--- src/rtl/cnt_pkg.sv ---
// Shared constants for the Lab06 signed counters and their BCD display paths.
package cnt_pkg;

    localparam int CNT_W     = 5;    // counter width, two's complement
    localparam int S_RST_VAL = 10;   // signed-counter reset value
    localparam int S_FLOOR   = -7;   // signed down-counter terminal value
    localparam int BCD_W     = 4;    // one BCD digit
    localparam int WRAP_W    = 8;    // saturating wrap counter width

endpackage

--- src/rtl/cnt_s5_down_s2bcd_reg.sv ---
// Registered sign/magnitude BCD view of a signed count; shared by the up- and down-counter displays.
module s2bcd_reg
    import cnt_pkg::*;
#(
    parameter int W = CNT_W
) (
    input  logic                 clk,
    input  logic                 rst,
    input  logic signed [W-1:0]  i_val,
    output logic                 o_neg,
    output logic [BCD_W-1:0]     o_tens,
    output logic [BCD_W-1:0]     o_ones
);

    logic [W-1:0]     w_mag;
    logic [W-1:0]     w_tens;
    logic [W-1:0]     w_ones;
    logic             r_neg;
    logic [BCD_W-1:0] r_tens;
    logic [BCD_W-1:0] r_ones;

    // The most negative value negates to itself, which read unsigned is exactly 2^(W-1).
    assign w_mag  = i_val[W-1] ? $unsigned(-i_val) : $unsigned(i_val);
    assign w_tens = w_mag / W'(10);
    assign w_ones = w_mag % W'(10);

    // NOTE: clocked state uses non-blocking assignments so every register samples pre-edge values.
    always_ff @(posedge clk) begin
        if (rst) begin
            r_neg  <= 1'b0;
            r_tens <= '0;
            r_ones <= '0;
        end else begin
            r_neg  <= i_val[W-1];
            r_tens <= BCD_W'(w_tens);
            r_ones <= BCD_W'(w_ones);
        end
    end

    assign o_neg  = r_neg;
    assign o_tens = r_tens;
    assign o_ones = r_ones;

endmodule

--- src/rtl/cnt_s5_down.sv ---
// Signed down-counter toward a negative floor, with load, terminal-count decode,
// saturating wrap counter and a one-stage BCD display view.
module cnt_s5_down
    import cnt_pkg::*;
#(
    parameter int W       = CNT_W,
    parameter int RST_VAL = S_RST_VAL,
    parameter int FLOOR   = S_FLOOR
) (
    input  logic                 clk,
    input  logic                 rst,
    input  logic                 i_en,
    input  logic                 i_load,
    input  logic signed [W-1:0]  i_load_val,
    output logic signed [W-1:0]  o_out_num,
    output logic                 o_tc,
    output logic [WRAP_W-1:0]    o_wrap_cnt,
    output logic                 o_disp_neg,
    output logic [BCD_W-1:0]     o_disp_tens,
    output logic [BCD_W-1:0]     o_disp_ones
);

    localparam logic signed [W-1:0] L_RST   = W'(RST_VAL);
    localparam logic signed [W-1:0] L_FLOOR = W'(FLOOR);

    logic signed [W-1:0] r_count;
    logic [WRAP_W-1:0]   r_wrap;
    logic                w_at_floor;

    assign w_at_floor = (r_count == L_FLOOR);

    // Below-floor values fall through to the plain decrement and wrap naturally at -2^(W-1).
    always_ff @(posedge clk) begin
        if (rst) begin
            r_count <= L_RST;
            r_wrap  <= '0;
        end else if (i_load) begin
            r_count <= i_load_val;
        end else if (!i_en) begin
            r_count <= '0;
        end else if (w_at_floor) begin
            r_count <= '0;
            if (r_wrap != {WRAP_W{1'b1}})
                r_wrap <= r_wrap + 1'b1;
        end else begin
            r_count <= r_count - 1'b1;
        end
    end

    s2bcd_reg #(.W(W)) u_disp (
        .clk    (clk),
        .rst    (rst),
        .i_val  (r_count),
        .o_neg  (o_disp_neg),
        .o_tens (o_disp_tens),
        .o_ones (o_disp_ones)
    );

    assign o_out_num  = r_count;
    assign o_tc       = w_at_floor;
    assign o_wrap_cnt = r_wrap;

endmodule

--- config.mk ---
export PLATFORM = sky130hd
export DESIGN_NAME = cnt_s5_down
export DESIGN_NICKNAME = d
export VERILOG_FILES = /design/src/rtl/cnt_pkg.sv /design/src/rtl/cnt_s5_down_s2bcd_reg.sv /design/src/rtl/cnt_s5_down.sv
export SDC_FILE = /design/constraint.sdc
export NUM_CORES = 1
export LEC_CHECK = 0
export BUFFER_PORTS_ARGS = -buffer_cell sky130_fd_sc_hd__buf_2
export CAP_MARGIN = 10
export CELL_PAD_IN_SITES_DETAIL_PLACEMENT = 1
export CELL_PAD_IN_SITES_GLOBAL_PLACEMENT = 1
export CORE_MARGIN = 5
export CORE_UTILIZATION = 25
export CTS_CLUSTER_DIAMETER = 150
export DETAILED_ROUTE_END_ITERATION = 10
export HOLD_SLACK_MARGIN = 0.15
export PLACE_DENSITY_LB_ADDON = 0.1
export SYNTH_ARGS = -nofsm -noshare
export SYNTH_HDL_FRONTEND = slang
export SYNTH_SLANG_ARGS = --single-unit
--- constraint.sdc ---
create_clock -name clk -period 5.25 [get_ports clk]
set_input_delay 0.2625 -clock clk [delete_from_list [all_inputs] [get_ports clk]]
set_output_delay 0.2625 -clock clk [all_outputs]
set_load 0.03 [all_outputs]
-- Word-level counts from Yosys, hierarchy flattened
Cells that the tools add are included.
W data, S select, Z words.
- bitwise operators: 1
- mux-type cells: 4
- reductions and logical operators: 1
- div/mod/pow operators: 2
- eq/ne operators: 2
- add/subtract/negate cells: 3
- operators by type and width (kind ; count):
    $mux W5 ; 4
    $add A8 B1 Y8 const B ; 1
    $ne A8 B8 Y1 const B ; 1
    $div A5 B4 Y5 const B ; 1
    $eq A5 B4 Y1 const B ; 1
    $mod A5 B4 Y5 const B ; 1
    $neg A5 Y5 ; 1
    $sub A5 B1 Y5 const B ; 1
    $reduce_and A4 Y1 ; 1
    $not A1 Y1 ; 1
- register bits after elaboration: 22
- input bits: 9
- word-level logic and storage cells: 18
- output and inout bits: 23

-- Logic depth before layout (Yosys ltp)
- depth in word-level cells: 4
- depth in mapped cells: 10
- depth with buffers taken out: 10

-- By module
Synthesis repeated with hierarchy kept, for this count alone.
- cell total of the unflattened synthesis: 118
- area total of the unflattened synthesis: 1087.3 sq um
- modules (own cells, without submodules) (module ; times used ; seq. area each (sq um) ; cells an instance ; area an instance (sq um)):
    cnt_s5_down ; 1 ; 260.2 ; 72 ; 676.9
    s2bcd_reg ; 1 ; 140.1 ; 46 ; 410.4

-- Worst setup path after synthesis
Ideal clock, no wire load.
- kind: register -> register
- from: reg r_count[1] (netlist: o_out_num[1])
- to: reg u_disp.r_ones[2] (netlist: u_disp.o_ones[2])
- required time: 5.119 ns
- arrival time: 2.009 ns
- library setup time: 0.131 ns
- slack: 3.110 ns
- path buffers: 0
- stages on the path, launching flop included: 11
- clock period less this slack: 2.140 ns
- cell sequence: dfxtp_1 inv_1 ha_1 nor2b_1 a211oi_1 a21o_1 ha_1 nor2_1 a21oi_1 o21ai_0 o41ai_1
- word-level cells in the longest chain between the ends: 3
- ends and longest elaborated chain (item ; line ; RTL):
    start, declared ; cnt_s5_down.sv:26 ; logic signed [W-1:0] r_count;
    start signal, assigned ; cnt_s5_down.sv:38 ; r_count <= i_load_val;
    start signal, assigned ; cnt_s5_down.sv:46 ; r_count <= r_count - 1'b1;
    $neg A5 Y5 ; cnt_s5_down_s2bcd_reg.sv:23 ; assign w_mag = i_val[W-1] ? $unsigned(-i_val) : $unsigned(i_val);
    $mux W5 * ; cnt_s5_down_s2bcd_reg.sv:23 ;
    $mod A5 B4 Y5 * ; cnt_s5_down_s2bcd_reg.sv:25 ; assign w_ones = w_mag % W'(10);
    end signal, assigned ; cnt_s5_down_s2bcd_reg.sv:36 ; r_ones <= BCD_W'(w_ones);
    end, declared ; cnt_s5_down_s2bcd_reg.sv:20 ; logic [BCD_W-1:0] r_ones;
Every way passes the cells marked *; elsewhere a longest branch is shown, timed or not.
A chain may end at the register's enable or synchronous reset.

-- Worst setup path after layout
- from: reg r_count[0] (netlist: o_out_num[0])
- to: reg u_disp.r_ones[1] (netlist: u_disp.o_ones[1])
The elaborated chain is that of the path after synthesis.

==> metrics.yaml <==
grt_max_degree: 21
drt_iter0_drc: 13
netlist_area_mm2: 0.00105
cp-end-kind: "flop"
rsz0062_at_grt: "no"
tns_ps: 0
dpl.cell_count: 189
cp_slowest_stage_delay_ps: 430
min_delay_worst_endpoint: "o_out_num[3]"
rows: 23
status: "finished, final reports clean"
overflow: 0
io_buffers: 29
numCtsBuffers: 3
antenna_cells: 0
ios: 32
timing.final.crit_period_ps: 2230
clockBufferDepth: 2
start_util_pct: 26.0
antenna_found_initial: 0
hold_class: "input pin to flop"
postCtsSetupBuffers: 0
worstReg2RegEnd: "u_disp.o_ones[1]"
holdBufCountCts: 0
syn_inst: 116
hp-start: "i_load_val[3]"
routed_via_density: 4.66
reg2reg_slack_ps: 3020
start_kind: "flop"
grt_pass1_vias: 917
skew_ps: 2.57
root_buffer: "clkbuf_8"
dr_total_vias: 899
cts_tree: "done"
ys_ff_latch: 20
areaGrowthSynthToFinish_pct: 20.8
stdcell_count: 193
path_clk_slew_ps: 80
ys_seq_area_share_pct: 38.2
synthArstFlopShare_pct: 0
synth_cell_types: 33
setup_violations: 0
crit_chain: "inv_1, ha_1, nor2b_1, a211oi_1, a21o_1, ha_1, nor2_1, a21oi_1, o21ai_0, a21oi_1"
fmax_mhz: 449
remaining_drc_errors: 0
synthFlopType: "dfxtp_1"
clock_sinks: 20
cts_resized: 0
power.total_mw: 0.351
layout-drive-gt1-share_pct: 25.2
fin_crit_sh_pct: 42.4
required_ps: 5390
fin_util_pct: 31.4
coreArea_mm2: 0.00403
hold_viol_final: 0
finalNetCount: 160
synth_area_per_cell_um2: 9.04
die_x_um: 74.8
final_antenna_net_count: 0
reg2reg_from: "o_out_num[0]"
yosysWarnings: 0
slowest_stage: "dfxtp_1"
gp_congestion: 0.771
cp.arrival_ps: 2360
p_per_area_mw_per_mm2: 277
wire_per_inst_um: 13.6
leakage_nw: 0.597
worst-setup-path-type: "flop to flop"
reg2regPathDepth: 10
slew_violations: 0
synth_edf_count: 0
die_area_mm2: 0.00559
crit_fanout: 6
place_hpwl_um: 2020
wl_um: 2620
grtUsageTotal_pct: 10.5
min_path_cells: 2
grt_pass1_wl_um: 4420
maxCapViolations: 0
clk_latency_ps: 260
ir_worst_vdd_mv: 0.0744
dieHeight_um: 74.8
drt-pass1-iter-count: 2
cts_max_level: 1
routing by layer:
| layer | vias to the layer above | share of wire [%] | wire [um] | GRT usage (%) |
|---|---|---|---|---|
| met5 | - | 0 | 0 | 0 |
| met4 | 0 | 1.5 | 40 | 3.56 |
| met3 | 4 | 4.7 | 124 | 3.07 |
| met2 | 18 | 50 | 1320 | 18.8 |
| met1 | 427 | 43 | 1140 | 11.8 |
| li1 | 450 | - | - | - |
registers in the layout (all words and copies together) (netlist names):
signal         cells
u_disp.o_tens      2
u_disp.o_neg       1
u_disp.o_ones      4
o_wrap_cnt         8
o_out_num          5
Yosys cell counts (all sizes together), types with 4 or more instances:
master | count | area (um^2)
ha | 7 | 87.6
o21ai | 6 | 30.0
xor2 | 6 | 52.6
a21oi | 8 | 40.0
nor2 | 14 | 52.6
nand2 | 6 | 22.5
dfxtp | 20 | 400
inv | 4 | 15.0
nand3 | 5 | 30.0
buf | 5 | 41.3
how the worst max path moves through the flow:
stage	startpoint	to	slack (ps)	cells past startpoint
2_1_floorplan	o_out_num[1]	u_disp.o_ones[2]	3110	10
3_3_place_gp	o_out_num[0]	u_disp.o_ones[2]	3170	10
3_5_place_dp	o_out_num[0]	u_disp.o_ones[2]	3020	10
4_1_cts	o_out_num[0]	u_disp.o_ones[2]	3010	10
5_1_grt	o_out_num[0]	u_disp.o_ones[2]	2770	9
6_report	o_out_num[0]	u_disp.o_ones[1]	3020	10
report_power, final:
| part | switching [mW] | total [mW] | internal (mW) |
|---|---|---|---|
| sequential | 0.00657 | 0.165 | 0.159 |
| clock | 0.0530 | 0.120 | 0.0668 |
| combinational | 0.0428 | 0.0660 | 0.0232 |
| total | 0.102 | 0.351 | 0.249 |
layout make-up:
class                      instances  area [um^2]
fill                             498         2760
multi-input combinational         86          588
sequential                        20          400
inverter                           4         15.0
tap                               50         62.6
timing repair buffer              29          145
clock buffer                       4         55.1
cells by family after synthesis:
group                      count (synthesis)  synth area share [%]
DFF                                       20                  38.2
other                                      1                 0.358
adders and majority gates                  7                  8.35
muxes                                      1                 0.955
and+or+nand+nor                           42                  22.2
AOI/OAI and AO/OA                         25                  16.3
buffers and inverters                     11                  6.09
xor gates and xnor gates                   9                  7.52
per-stage QoR:
stage | instance area, um^2 | hold WS [ps] | worst slack, ps
floorplan | 1050 | 342 | 3110
finish | 1270 | 224 | 3020
global route | 1270 | 226 | 2770
global placement | 1210 | 486 | 3170
CTS | 1270 | 219 | 3010
detailed placement | 1210 | 494 | 3020
worst max-delay path: cells and delay by family, from the launching register on:
kind,cells,cell delay [ps]
flip-flops,1,430
AND/OR/NAND/NOR,2,390
adder cells (fa/ha/maj),2,460
buffers and inverters,1,160
AO/OA/AOI/OAI,5,670
cells in the final DEF, fill, tap and decap left out, types with 4 or more instances in the layout:
| master | n |
|---|---|
| nand3_1 | 4 |
| a21oi_1 | 8 |
| nand2_1 | 6 |
| dfxtp_1 | 20 |
| clkbuf_8 | 4 |
| ha_1 | 7 |
| buf_2 | 29 |
| nor2_1 | 14 |
| xor2_1 | 6 |
| o21ai_0 | 6 |
| inv_1 | 4 |
(Power assumes the default switching activity.)
